==> src/rtl/fwd_hazard_unit.sv <==
// Operand bypass selection, load-use/not-ready stalls and a multi-cycle write scoreboard.
// Optional stall performance counter is compiled in with HAZ_PERF_EN.
module fwd_hazard_unit #(
  parameter int NUM_SRC        = 2,
  parameter int NUM_FWD_STAGES = 2,
  parameter int REG_ADDR_W     = 5,
  parameter int MC_DEPTH       = 2,
  localparam int SEL_W         = $clog2(NUM_FWD_STAGES + 1)
) (
  input  logic                               clk,
  input  logic                               rst_n,
  input  logic [NUM_FWD_STAGES-1:0]          stg_wen,
  input  logic [NUM_FWD_STAGES*REG_ADDR_W-1:0] stg_rd,
  input  logic [NUM_FWD_STAGES-1:0]          stg_rdy,
  input  logic [NUM_SRC*REG_ADDR_W-1:0]      src_rs,
  input  logic [NUM_SRC-1:0]                 src_used,
  input  logic                               mc_req,
  input  logic [REG_ADDR_W-1:0]              mc_rd,
  input  logic                               mc_wb,
  input  logic [REG_ADDR_W-1:0]              mc_wb_rd,
  output logic [NUM_SRC*SEL_W-1:0]           fw_sel,
  output logic [NUM_SRC-1:0]                 fw_hit,
  output logic                               stall,
  output logic                               mc_issue,
  output logic [2:0]                         mc_cnt,
  output logic [31:0]                        perf_stall_cnt
);

  localparam int NUM_REGS = 2 ** REG_ADDR_W;

  logic [NUM_REGS-1:0] busy_reg;
  logic [2:0]          cnt_reg;
  logic [NUM_SRC-1:0]  src_haz;
  logic                waw_haz;
  logic                cap_haz;
  logic                wb_eff;

  genvar gi;
  generate
    for (gi = 0; gi < NUM_SRC; gi++) begin : g_src
      logic [REG_ADDR_W-1:0] rs;
      logic                  found;
      logic                  found_rdy;
      logic [SEL_W-1:0]      sel;

      assign rs = src_rs[gi*REG_ADDR_W +: REG_ADDR_W];

      // Scan oldest to youngest so the youngest matching stage is the one kept.
      always_comb begin
        found     = 1'b0;
        found_rdy = 1'b0;
        sel       = '0;
        if (src_used[gi] && (rs != '0)) begin
          for (int k = NUM_FWD_STAGES - 1; k >= 0; k--) begin
            if (stg_wen[k] && (stg_rd[k*REG_ADDR_W +: REG_ADDR_W] == rs)) begin
              found     = 1'b1;
              found_rdy = stg_rdy[k];
              sel       = SEL_W'(k + 1);
            end
          end
        end
      end

      // A not-ready youngest match blocks; older stages hold stale values.
      assign fw_sel[gi*SEL_W +: SEL_W] = (found && found_rdy) ? sel : '0;
      assign fw_hit[gi] = found && found_rdy;
      assign src_haz[gi] = src_used[gi] && (rs != '0) &&
                           (found ? !found_rdy : busy_reg[rs]);
    end
  endgenerate

  assign waw_haz  = mc_req && (mc_rd != '0) && busy_reg[mc_rd];
  assign cap_haz  = mc_req && (cnt_reg == 3'(MC_DEPTH));
  assign stall    = (|src_haz) || waw_haz || cap_haz;
  assign mc_issue = mc_req && !stall;
  assign mc_cnt   = cnt_reg;

  // Writebacks with nothing outstanding are spurious and dropped entirely.
  assign wb_eff = mc_wb && (cnt_reg != 3'd0);

  always_ff @(posedge clk or negedge rst_n) begin
    if (!rst_n) begin
      busy_reg <= '0;
      cnt_reg  <= 3'd0;
    end else begin
      if (wb_eff && (mc_wb_rd != '0))
        busy_reg[mc_wb_rd] <= 1'b0;
      if (mc_issue && (mc_rd != '0))
        busy_reg[mc_rd] <= 1'b1;
      case ({mc_issue, wb_eff})
        2'b10:   cnt_reg <= cnt_reg + 3'd1;
        2'b01:   cnt_reg <= cnt_reg - 3'd1;
        default: cnt_reg <= cnt_reg;
      endcase
    end
  end

`ifdef HAZ_PERF_EN
  logic [31:0] perf_reg;

  always_ff @(posedge clk or negedge rst_n) begin
    if (!rst_n)
      perf_reg <= '0;
    else if (stall && (perf_reg != 32'hFFFF_FFFF))
      perf_reg <= perf_reg + 32'd1;
  end

  assign perf_stall_cnt = perf_reg;
`else
  assign perf_stall_cnt = 32'd0;
`endif

endmodule

==> config.mk <==
export PLATFORM = sky130hd
export DESIGN_NAME = fwd_hazard_unit
export DESIGN_NICKNAME = d
export VERILOG_FILES = /design/src/rtl/fwd_hazard_unit.sv
export SDC_FILE = /design/constraint.sdc
export NUM_CORES = 1
export LEC_CHECK = 0
export BUFFER_PORTS_ARGS = -buffer_cell sky130_fd_sc_hd__buf_4
export CAP_MARGIN = 20
export CELL_PAD_IN_SITES_DETAIL_PLACEMENT = 1
export CELL_PAD_IN_SITES_GLOBAL_PLACEMENT = 1
export CORE_MARGIN = 5
export CORE_UTILIZATION = 40
export CTS_CLUSTER_DIAMETER = 120
export DETAILED_ROUTE_END_ITERATION = 10
export PLACE_DENSITY_LB_ADDON = 0.1
export SYNTH_ARGS = -nofsm -noshare
export SYNTH_HDL_FRONTEND = slang
export SYNTH_SLANG_ARGS = --single-unit
==> constraint.sdc <==
create_clock -name clk -period 3 [get_ports clk]
set_input_delay 0.3 -clock clk [delete_from_list [all_inputs] [get_ports clk]]
set_output_delay 0.3 -clock clk [all_outputs]
set_load 0.05 [all_outputs]
==> results of run 1 <==
==> layer usage <==
metal / GRT usage, % / up-vias / share of wire (%) / wire [um]
li1: - / 1409 / - / -
met3: 3.58 / 10 / 7.0 / 760
met5: 0 / - / 0 / 0
met2: 35.4 / 105 / 48 / 5180
met1: 29.8 / 1496 / 44 / 4750
met4: 5.73 / 0 / 1.4 / 147
==> worst max-delay path by stage <==
stage,startpoint,end,slack [ps],depth (start not counted)
floorplan,mc_rd[0],mc_cnt[2],100,14
global placement,src_rs[6],mc_cnt[2],60,13
detailed placement,src_rs[6],mc_cnt[2],-30,13
CTS,busy_reg[8],mc_issue,20,9
global route,busy_reg[25],mc_cnt[2],-20,12
finish,busy_reg[25],mc_issue,120,8
==> power by group through the flow <==
stage	clock [mW]	combinational (mW)	sequential [mW]
after floorplan	0	0.782	0.808
after global placement	0	1.10	0.804
after detailed placement	0	1.12	0.809
after CTS	0.411	1.13	0.800
after global routing	0.432	1.23	0.833
final	0.401	1.13	0.802
==> cells by family after synthesis <==
family	count (synthesis)
muxes	43
xor gates and xnor gates	23
buffers and inverters	61
DFF	35
and+or+nand+nor	103
AOI/OAI and AO/OA	96
other	1
adders and majority gates	2
==> cell type report <==
cell class | count | area, um2
Fill cell | 979 | 4290
Multi-Input combinational cell | 299 | 2230
Sequential cell | 35 | 876
Clock inverter | 1 | 7.51
Tap cell | 105 | 131
Timing Repair Buffer | 72 | 563
Inverter | 7 | 26.3
Clock buffer | 7 | 96.3
==> what timing repair did <==
action	in CTS	in global routing
hold buffers	1	0
setup endpoints to repair	0	4
endpoints found under the hold margin	35	0
resized for setup	0	8
setup buffers	0	0
==> synthesized netlist by cell type, drive strengths merged (2+ instances only) <==
master	n
mux2	5
nor4	6
a21oi	5
dfrtp	35
buf	50
nand4	5
nand3	29
nand2b	3
xor2	18
clkbuf	4
nor2	11
and3b	2
and3	8
mux4	9
nor3	3
o21ai	63
nor4b	2
nor3b	4
nor2b	3
xnor2	5
nand2	11
a22oi	9
inv	7
nand3b	6
o22ai	3
a221oi	2
or3	3
mux2i	29
or2	3
==> placed cells by master (no fill, tap or decap), drive strengths merged, types with 6 or more instances in the layout <==
| master | Yosys | final |
|---|---|---|
| a22oi | 9 | 9 |
| buf | 50 | 71 |
| xor2 | 18 | 18 |
| nor4 | 6 | 6 |
| clkbuf | 4 | 7 |
| inv | 7 | 7 |
| nand2 | 11 | 11 |
| nor2 | 11 | 11 |
| and3 | 8 | 8 |
| mux4 | 9 | 9 |
| conb | 1 | 32 |
| mux2i | 29 | 29 |
| o21ai | 63 | 63 |
| nand3b | 6 | 6 |
| nand3 | 29 | 29 |
| dfrtp | 35 | 35 |
==> worst max-delay path, cell delays in order, from the launching register on <==
cell      delay (ps)
dfrtp_1          420
mux4_2           490
mux2_4           270
o211a_1          230
o311ai_4         330
nand4_1          170
buf_4            180
inv_2             40
buf_6            140
==> summary.txt, run 1 <==
Power
  – Psw: ~1.0 mW
  – Pwr Total: between 2 and 2.5 mW
  – Maximum VDD drop: between 0.4 and 0.5 mV
  – Pint: ~1.3 mW
  – Sequential share of power: about a third
  – Pwr Density: between 500 and 600 nW/um2
  – Leakage power: 1.74 nW
  – Clock group share of total power: between 10% and 20%
  – Switching share of power: 44.5%
  – Comb power frac: between 40% and 50%

Yosys
  – Yosys reg bits: 35
  – Ys Warns: 0
  – Post-synthesis adder-cell area fraction: less than 1%
  – Top cell type's share of synthesized area: between 20% and 30%
  – Netlist cell types: between 50 and 60
  – XOR/XNOR share of the synthesized area: 5.98%
  – Avg Inst Size Synth: about 9.3 um2
  – Complex-gate fraction of the synthesized area: around a fifth
  – Ranking of synthesized cells by area: dfrtp_1 26%, mux2i_1 8.6%, o21ai_2 7.8%, buf_4 7.6%, o21ai_0 4.9%
  – Synthesized cell area: around 3400 um2
  – Synth Flop Type: dfrtp_1
  – Simple-Gate Fraction of Synth Area: roughly 17%
  – Post-synth EDFFs: 0
  – Register area share after synthesis: between 20 and 30%
  – Mux share of post-synthesis cell area: ~17%
  – Top cell type by total area after synthesis: dfrtp_1
  – Main combinational cell family by area after synthesis: compound AO/OA/AOI/OAI gates
  – Post-synth ARST share: 100%
  – Post-Synthesis Cells: between 300 and 400

Setup path
  – CP startpoint kind: flop
  – Worst-case reg-to-reg path depth: 11
  – Worst flop-to-flop path endpoint: mc_cnt[2]
  – Critical Path RT: roughly 2700 ps
  – Crit Path Class: reg -> out
  – CP arrival: 2580 ps
  – Worst setup EP type: output port
  – R2r startpoint: busy_reg[25]
  – Reg-to-reg slack, setup: 150 ps
  – Maximum fanout along the worst path: 4

Flow run
  – Max Cap Viol: 0

Cells and area
  – Share of cells above drive strength 1: between 30 and 40%
  – ANT cells: 0
  – Layout area overhead: 16.5%
  – Fin area: 3930 um2
  – Fin util: 47.8%
  – Fin nets: about 460
  – Layout Cells excl Fill: 526
  – Max FFs per register: 32

STA
  – Clock skew: between 8 and 9 ps
  – Setup Viol. Count Final: 0
  – Sum Neg Setup Slack: 0 ps
  – Worst slew margin relative to its limit: ~45%
  – Final number of max-transition violations: 0
  – Ratio of final minimum period to clock period: a little over nine tenths
  – RSZ-0062 raised after global routing: true
  – Worst Max-Slew Pin Slew: about 820 ps
  – Worst hold slack: around 350 ps
  – Minimum clock period: about 2900 ps
  – Fin. Hold Viols: 0
  – Peak Freq: 347 MHz
  – Final WS setup: between 100 and 150 ps

Floorplan
  – Initial Util: around 41%
  – I/O Pins: 83
  – Die Ht: 102 um
  – Die X: slightly above 100 um
  – Row Count: 33
  – Die ar.: 10400 um2
  – Core area: between 8000 and 9000 um2

Clocking
  – Clk slew on worst S/H paths: 80 ps
  – CTS tree: done
  – CTS Buffer Depth: 2
  – CTS sink cnt: 35
  – H-tree lvl count: 2
  – Clock root cell: clkbuf_8
  – CTS buffer count: 5
  – Worst-Skew Late Latency: 290 ps

Place
  – Post-place setup slack: -33.3 ps
  – Port bufs: 50
  – Hpwl dp: ~8400 um
  – Routability congestion estimate: between 0.8 and 0.9
  – Placed insts: slightly above 500
  – Placed Area: roughly 3800 um2

Global route
  – Total gr overflow: 0
  – Largest net degree at the start of global routing: 36
  – Via count of the first global-routing pass: approximately 3200
  – GRT Util Overall: approximately 22%
  – Initial antenna violation count: 0
  – First-pass GRT wire length: 17400 um

Worst hold path
  – Hold Startpoint: mc_rd[2]
  – Hold path endpoint: busy_reg[6]
  – Hold crit path type: in -> reg
  – Hold depth: 3

Routing
  – Drt wl/cell: around 20 um
  – Vias: between 3000 and 4000
  – Vias/cell: around 5.7
  – Routed WL: around 11000 um
  – Remaining antenna violation count: 0
  – First DRT Iteration DRCs: around 190
  – # DRC: 0
  – DR pass1 iterations: 4

Outcome
  – Outcome: complete, no violations
Note: power is estimated with default switching activity, not from simulation.
==> run 2, diff against run 1 <==
--- a/config.mk
+++ b/config.mk
@@ -13,7 +13,8 @@
 export CORE_UTILIZATION = 40
 export CTS_CLUSTER_DIAMETER = 120
 export DETAILED_ROUTE_END_ITERATION = 10
-export PLACE_DENSITY_LB_ADDON = 0.1
+export PLACE_DENSITY = 0.78
+export SLEW_MARGIN = 20
 export SYNTH_ARGS = -nofsm -noshare
 export SYNTH_HDL_FRONTEND = slang
 export SYNTH_SLANG_ARGS = --single-unit
==> constraint.sdc (replaced) <==
create_clock -name clk -period 2.8 [get_ports clk]
set_input_delay 0.28 -clock clk [delete_from_list [all_inputs] [get_ports clk]]
set_output_delay 0.28 -clock clk [all_outputs]
set_load 0.05 [all_outputs]
==> run 2 against run 1 <==
The flow now finishes with violations (negative setup slack). Worst hold slack better by 47 ps. Final cell count rose by 7.6%. Highest routed layer unchanged. Final area rose by 10%. Critical path type is now reg -> reg. Die area is the same. Non-clock buffer count grew 41. Largest cell class unchanged. Utilization rose by 4.8 points. Clock skew up 0.58 ps. Flip-flop and latch count did not move. Largest power group unchanged.
==> summary.txt, run 2 (synthesized netlist as in run 1, its figures left out) <==
Routing
  – Vias: 3387 (+12%)
  – Routed WL: 12600 um (+17%)
  – Remaining antenna violation count: 0 (unchanged)
  – # DRC: 0 (unchanged)
  – First DRT Iteration DRCs: 205 (+11%)
  – DR pass1 iterations: 4 (unchanged)
  – Drt wl/cell: 22.3 um (+8.5%)
  – Vias/cell: 5.98 (+4.2%)

Setup path
  – Maximum fanout along the worst path: 2 (-2)
  – Worst setup EP type: flop
  – Critical Path Max Stage Delay: 510 ps (+20 ps)
  – CP max stage cell: mux4_2
  – Critical Path RT: 2980 ps (+280 ps)
  – CP cell instances: mux4_2 > nand2b_4 > a311o_1 > o311ai_4 > nand4_1 > ha_2 > inv_2 > fa_2 > xor2_2 > nor2_1 > xor2_1
  – Reg-to-reg slack, setup: -110 ps (-260 ps)
  – Crit Path Class: reg -> reg
  – CP startpoint kind: flop
  – CP arrival: 3090 ps (+510 ps)

STA
  – Worst Max-Slew Pin Slew: 766 ps (-57.6 ps)
  – Ratio of final minimum period to clock period: 104%
  – Setup Viol. Count Final: 3 (+3)
  – Worst hold slack: 401 ps (+46.6 ps)
  – Peak Freq: between 300 and 400 MHz
  – Final WS setup: -106 ps (-226 ps)
  – Minimum clock period: slightly below 3000 ps
  – Fin. Hold Viols: 0 (unchanged)
  – Final number of max-transition violations: 0 (unchanged)
  – Clock skew: 8.93 ps (+0.578 ps)
  – Worst slew margin relative to its limit: 48.8% (+3.9 points)
  – RSZ-0062 raised after global routing: true

Place
  – Hpwl dp: 9280 um (+11%)
  – Routability congestion estimate: 0.877 (-0.38%)
  – Port bufs: 50 (unchanged)
  – Placed insts: 550 (+6.4%)

Worst hold path
  – Hold crit path type: in -> reg

Global route
  – Via count of the first global-routing pass: 3561 (+11%)
  – Total gr overflow: 0 (unchanged)
  – Initial antenna violation count: 0 (unchanged)
  – Largest net degree at the start of global routing: 36 (unchanged)
  – GRT Util Overall: 23.4% (+1.7 points)
  – First-pass GRT wire length: 18600 um (+6.6%)

Clocking
  – CTS sink cnt: 35 (unchanged)
  – CTS tree: done
  – CTS Buffer Depth: 2 (unchanged)
  – Clock root cell: clkbuf_8
  – Worst-Skew Late Latency: 300 ps (about the same)
  – CTS buffer count: 5 (unchanged)
  – H-tree lvl count: 2 (unchanged)
  – Clk slew on worst S/H paths: 80 ps (about the same)

Floorplan
  – Die ar.: 10400 um2 (unchanged)
  – I/O Pins: 83 (unchanged)
  – Die Ht: 102 um (unchanged)
  – Die X: 102 um (unchanged)
  – Initial Util: 41.0% (unchanged)
  – Row Count: 33 (unchanged)
  – Core area: 8220 um2 (unchanged)

Power
  – Maximum VDD drop: 0.530 mV (+8.0%)
  – Pwr Density: 650 nW/um2 (+9.3%)
  – Leakage power: 1.96 nW (+13%)

Cells and area
  – Max FFs per register: 32 (unchanged)
  – ANT cells: 0 (unchanged)
  – Layout area overhead: 28.1%
  – Share of cells above drive strength 1: 39.9% (+8.8 points)
  – Most frequent cells in the layout: 107 x buf_4, 35 x dfrtp_1, 33 x o21ai_0
  – Fin nets: 503 (+8.9%)
  – Layout Cells excl Fill: 566 (+7.6%)
  – Most common cell after layout, fill and taps aside: buf_4

Flow run
  – Max Cap Viol: 0 (unchanged)

Outcome
  – Outcome: complete, but fails checks
  – Failing checks: negative setup slack
run 2: cell types whose count changed in the layout (fill, tap and decap cells not counted), sizes merged:
cell,change
clkinv,+1
buf,+40
clkinvlp,-1
run 2: metrics by stage:
step	power [mW]	setup WS, ps	instance area [um2]	util, %	TNS [ps]
floorplan	1.71	24.3	3500	-	0
global placement	2.13	-126	4050	49.2	-237
detailed placement	2.21	-354	4050	49.2	-708
CTS	2.66	-81.7	4210	51.2	-232
global route	2.95	-201	4320	52.6	-497
finish	2.81	-106	4320	52.6	-269
run 2: cell type report:
type | count | area, um2
clock buffers | 6 | 82.6
multi-input cells | 299 | 2290
inverters | 7 | 28.8
flip-flops and latches | 35 | 876
well taps | 105 | 131
fillers | 976 | 3900
repair buffers | 113 | 905
clock inverters | 1 | 5.00
run 2: worst paths after layout:
check	from	end	cells past startpoint
setup / recovery	busy_reg[15]	mc_cnt[2]	11
hold reg to reg	mc_cnt[2]	mc_cnt[2]	1
hold / removal	mc_rd[3]	busy_reg[5]	4
max in group asynchronous	rst_n	busy_reg[13]	2
setup reg to reg	busy_reg[15]	mc_cnt[2]	11
min in group asynchronous	rst_n	mc_cnt[2]	2
run 2: per-layer routing:
| metal | global-route usage (%) | up-vias | routed length [um] |
|---|---|---|---|
| met5 | 0 | - | 0 |
| met4 | 9.41 | 0 | 448 |
| met3 | 2.62 | 42 | 661 |
| met2 | 42.3 | 161 | 6520 |
| met1 | 28.1 | 1691 | 5020 |
| li1 | - | 1493 | - |
run 2: report_power, final:
group | internal (mW) | total (mW) | switching, mW
registers | 0.670 | 0.848 | 0.178
clock network | 0.193 | 0.386 | 0.193
logic | 0.697 | 1.57 | 0.876
total | 1.56 | 2.81 | 1.25
run 2: worst max-delay path, delay by kind of cell, from the launching register on:
family / cells / cell delay, ps
simple gates: 3 / 430
buf+inv: 1 / 70
mux: 1 / 510
xor+xnor: 2 / 280
flops: 1 / 380
fa+ha+maj: 2 / 470
compound gates: 2 / 650
run 2: repair_timing:
| action | CTS | global route |
|---|---|---|
| endpoints found under the setup margin | 5 | 4 |
| pin swaps | 9 | 9 |
| hold buffers | 1 | 0 |
| hold endpoints to repair | 35 | 0 |
| setup buffers | 4 | 4 |
| gates cloned | 0 | 1 |
| gates resized for setup | 14 | 14 |
==> run 3, diff against run 2 <==
--- a/config.mk
+++ b/config.mk
@@ -10,10 +10,11 @@
 export CELL_PAD_IN_SITES_DETAIL_PLACEMENT = 1
 export CELL_PAD_IN_SITES_GLOBAL_PLACEMENT = 1
 export CORE_MARGIN = 5
-export CORE_UTILIZATION = 40
+export CORE_UTILIZATION = 41
 export CTS_CLUSTER_DIAMETER = 120
+export CTS_CLUSTER_SIZE = 24
 export DETAILED_ROUTE_END_ITERATION = 10
-export PLACE_DENSITY = 0.78
+export PLACE_DENSITY = 0.79
 export SLEW_MARGIN = 20
 export SYNTH_ARGS = -nofsm -noshare
 export SYNTH_HDL_FRONTEND = slang
==> constraint.sdc (replaced) <==
create_clock -name clk -period 2.8 [get_ports clk]
set_input_delay 0.14 -clock clk [delete_from_list [all_inputs] [get_ports clk]]
set_output_delay 0.14 -clock clk [all_outputs]
set_load 0.05 [all_outputs]
==> run 3 against run 2 <==
The flow still finishes with violations (negative setup slack). Maximum frequency fell by 0.35%. First-iteration DRC count fell by 17%. Worst hold slack got worse by 120 ps. Final cell count fell by 1.9%. Global-route usage barely moved. Non-clock buffer count fell by 12. Combinational power fell by 8%. Clock skew fell by 4.9 ps. Largest power group unchanged.
==> summary.txt, run 3 (synthesized netlist as in run 1, its figures left out) <==
STA
  – Worst Max-Slew Pin Slew: 836 ps (+70.7 ps)
  – Fin. Hold Viols: 0 (unchanged)
  – Peak Freq: 343 MHz (-0.35%)
  – Final WS setup: -117 ps (-10.3 ps)
  – Worst slew margin relative to its limit: 43.8% (-5.0 points)
  – RSZ-0062 raised after global routing: true
  – Clock skew: 4.02 ps (-4.90 ps)
  – Final number of max-transition violations: 0 (unchanged)
  – Ratio of final minimum period to clock period: 104% (+0.37 points)
  – Worst hold slack: 276 ps (-125 ps)
  – Minimum clock period: 2920 ps (+10.3 ps)
  – Setup Viol. Count Final: 3 (unchanged)

Cells and area
  – Layout area overhead: 23.9%
  – Most common cell after layout, fill and taps aside: buf_4
  – Fin util: 51.6% (-0.94 points)
  – ANT cells: 0 (unchanged)
  – Share of cells above drive strength 1: 36.2% (-3.7 points)
  – Max FFs per register: 32 (unchanged)
  – Most frequent cells in the layout: 94 x buf_4, 35 x dfrtp_1, 33 x o21ai_0
  – Fin nets: 491 (-2.4%)

Worst hold path
  – Hold crit path type: in -> reg

Clocking
  – H-tree lvl count: 2 (unchanged)
  – Clk slew on worst S/H paths: 70 ps (about the same)
  – CTS tree: done
  – Clock root cell: clkbuf_8
  – CTS buffer count: 5 (unchanged)
  – CTS sink cnt: 35 (unchanged)
  – CTS Buffer Depth: 2 (unchanged)
  – Worst-Skew Late Latency: 290 ps (about the same)

Place
  – Hpwl dp: 8980 um (-3.3%)
  – Port bufs: 50 (unchanged)
  – Routability congestion estimate: 0.890 (+1.5%)

Outcome
  – Failing checks: negative setup slack
  – Outcome: complete, but fails checks

Setup path
  – CP startpoint kind: flop
  – CP cell instances: mux4_2 > mux2_4 > o211a_1 > o311ai_4 > nand4_1 > ha_2 > inv_2 > fa_1 > xor2_1 > nor2_1 > xor2_1
  – Critical Path Most Common Cell: xor2_1
  – CP max stage cell: mux4_2
  – CP arrival: 3090 ps (about the same)
  – Critical Path Max Stage Delay: 470 ps (-40 ps)
  – Maximum fanout along the worst path: 3 (+1)
  – Crit Path Class: reg -> reg
  – Worst setup EP type: flop
  – Reg-to-reg slack, setup: -120 ps (about the same)
  – Critical Path RT: 2970 ps (about the same)

Floorplan
  – Row Count: 33 (unchanged)
  – Initial Util: 41.7% (+0.63 points)
  – Die ar.: 10100 um2 (-2.2%)
  – Die Ht: 101 um (-1.1%)
  – Die X: 101 um (-1.1%)
  – I/O Pins: 83 (unchanged)
  – Core area: 8090 um2 (-1.5%)

Power
  – Sequential share of power: 31.8% (+1.6 points)
  – Switching share of power: 44.7% (+0.30 points)
  – Comb power frac: 54.4% (-1.6 points)
  – Pwr Density: 635 nW/um2 (-2.3%)
  – Maximum VDD drop: 0.368 mV (-31%)
  – Psw: 1.19 mW (-4.8%)
  – Pwr Total: 2.65 mW (-5.5%)
  – Pint: 1.47 mW (-6.0%)
  – Clock group share of total power: 13.8% (about the same)
  – Leakage power: 1.90 nW (-3.0%)

Routing
  – Vias/cell: 5.81 (-3.0%)
  – Routed WL: 11900 um (-6.2%)
  – Drt wl/cell: 21.4 um (-4.4%)
  – DR pass1 iterations: 4 (unchanged)
  – Vias: 3223 (-4.8%)
  – First DRT Iteration DRCs: 171 (-17%)
  – Remaining antenna violation count: 0 (unchanged)
  – # DRC: 0 (unchanged)

Global route
  – First-pass GRT wire length: 18500 um (-0.44%)
  – Initial antenna violation count: 0 (unchanged)
  – Via count of the first global-routing pass: 3445 (-3.3%)
  – GRT Util Overall: 23.4% (+0.024 points)
  – Total gr overflow: 0 (unchanged)
  – Largest net degree at the start of global routing: 36 (unchanged)

Flow run
  – Max Cap Viol: 0 (unchanged)
run 3: cell count changes in the layout (fill, tap and decap cells not counted), sizes merged:
cell and change:
buf -11, clkbuf -2, clkinv +2
run 3: final timing paths:
kind	to	start	cells after the start
min	busy_reg[7]	mc_rd[3]	4
min reg2reg	busy_reg[0]	busy_reg[0]	0
max reg2reg	mc_cnt[2]	busy_reg[27]	11
max in group asynchronous	busy_reg[2]	rst_n	2
min in group asynchronous	mc_cnt[1]	rst_n	2
max	mc_cnt[2]	busy_reg[27]	11
run 3: per-layer routing:
metal	vias to the layer above	global-route usage, %	wire, um
met1	1600	29.1	4850
met2	131	40.8	5990
li1	1468	-	-
met4	0	9.02	315
met3	24	3.25	700
met5	-	0	0
run 3: timing repair:
| item | 4_1_cts | 5_1_grt |
|---|---|---|
| pin swaps | 1 | 4 |
| gates resized for setup | 10 | 3 |
| setup endpoints to repair | 4 | 4 |
| hold endpoints to repair | 35 | 0 |
| hold buffers | 1 | 0 |
| buffers inserted | 3 | 7 |
run 3: cell type report:
type / count / area [um2]
Clock buffer: 5 / 68.8
Clock inverter: 3 / 15.0
Fill cell: 983 / 3920
Inverter: 7 / 26.3
Multi-Input combinational cell: 299 / 2230
Sequential cell: 35 / 876
Tap cell: 105 / 131
Timing Repair Buffer: 101 / 831
run 3: power groups by stage:
stage | Sequential (mW) | Combinational (mW) | Clock (mW)
floorplan | 0.866 | 0.837 | 0
global placement | 0.836 | 1.30 | 0
detailed placement | 0.850 | 1.36 | 0
CTS | 0.840 | 1.40 | 0.376
global route | 0.861 | 1.54 | 0.396
finish | 0.844 | 1.44 | 0.366
run 3: stage by stage:
step	instances	area (um2)	worst slack [ps]	setup TNS (ps)
4_1_cts	549	4120	-54.9	-55.4
3_3_place_gp	538	3990	30.1	0
6_report	555	4180	-117	-196
3_5_place_dp	538	3990	-175	-283
5_1_grt	555	4180	-191	-483
2_1_floorplan	395	3490	3.88	0
run 3: worst max-delay path, delay by kind of cell (launching register included):
kind | cells | cell delay (ps)
xor gates and xnor gates | 2 | 310
adders and majority gates | 2 | 420
buffers and inverters | 1 | 50
AOI/OAI and AO/OA | 2 | 560
and+or+nand+nor | 2 | 290
DFF | 1 | 420
muxes | 2 | 740
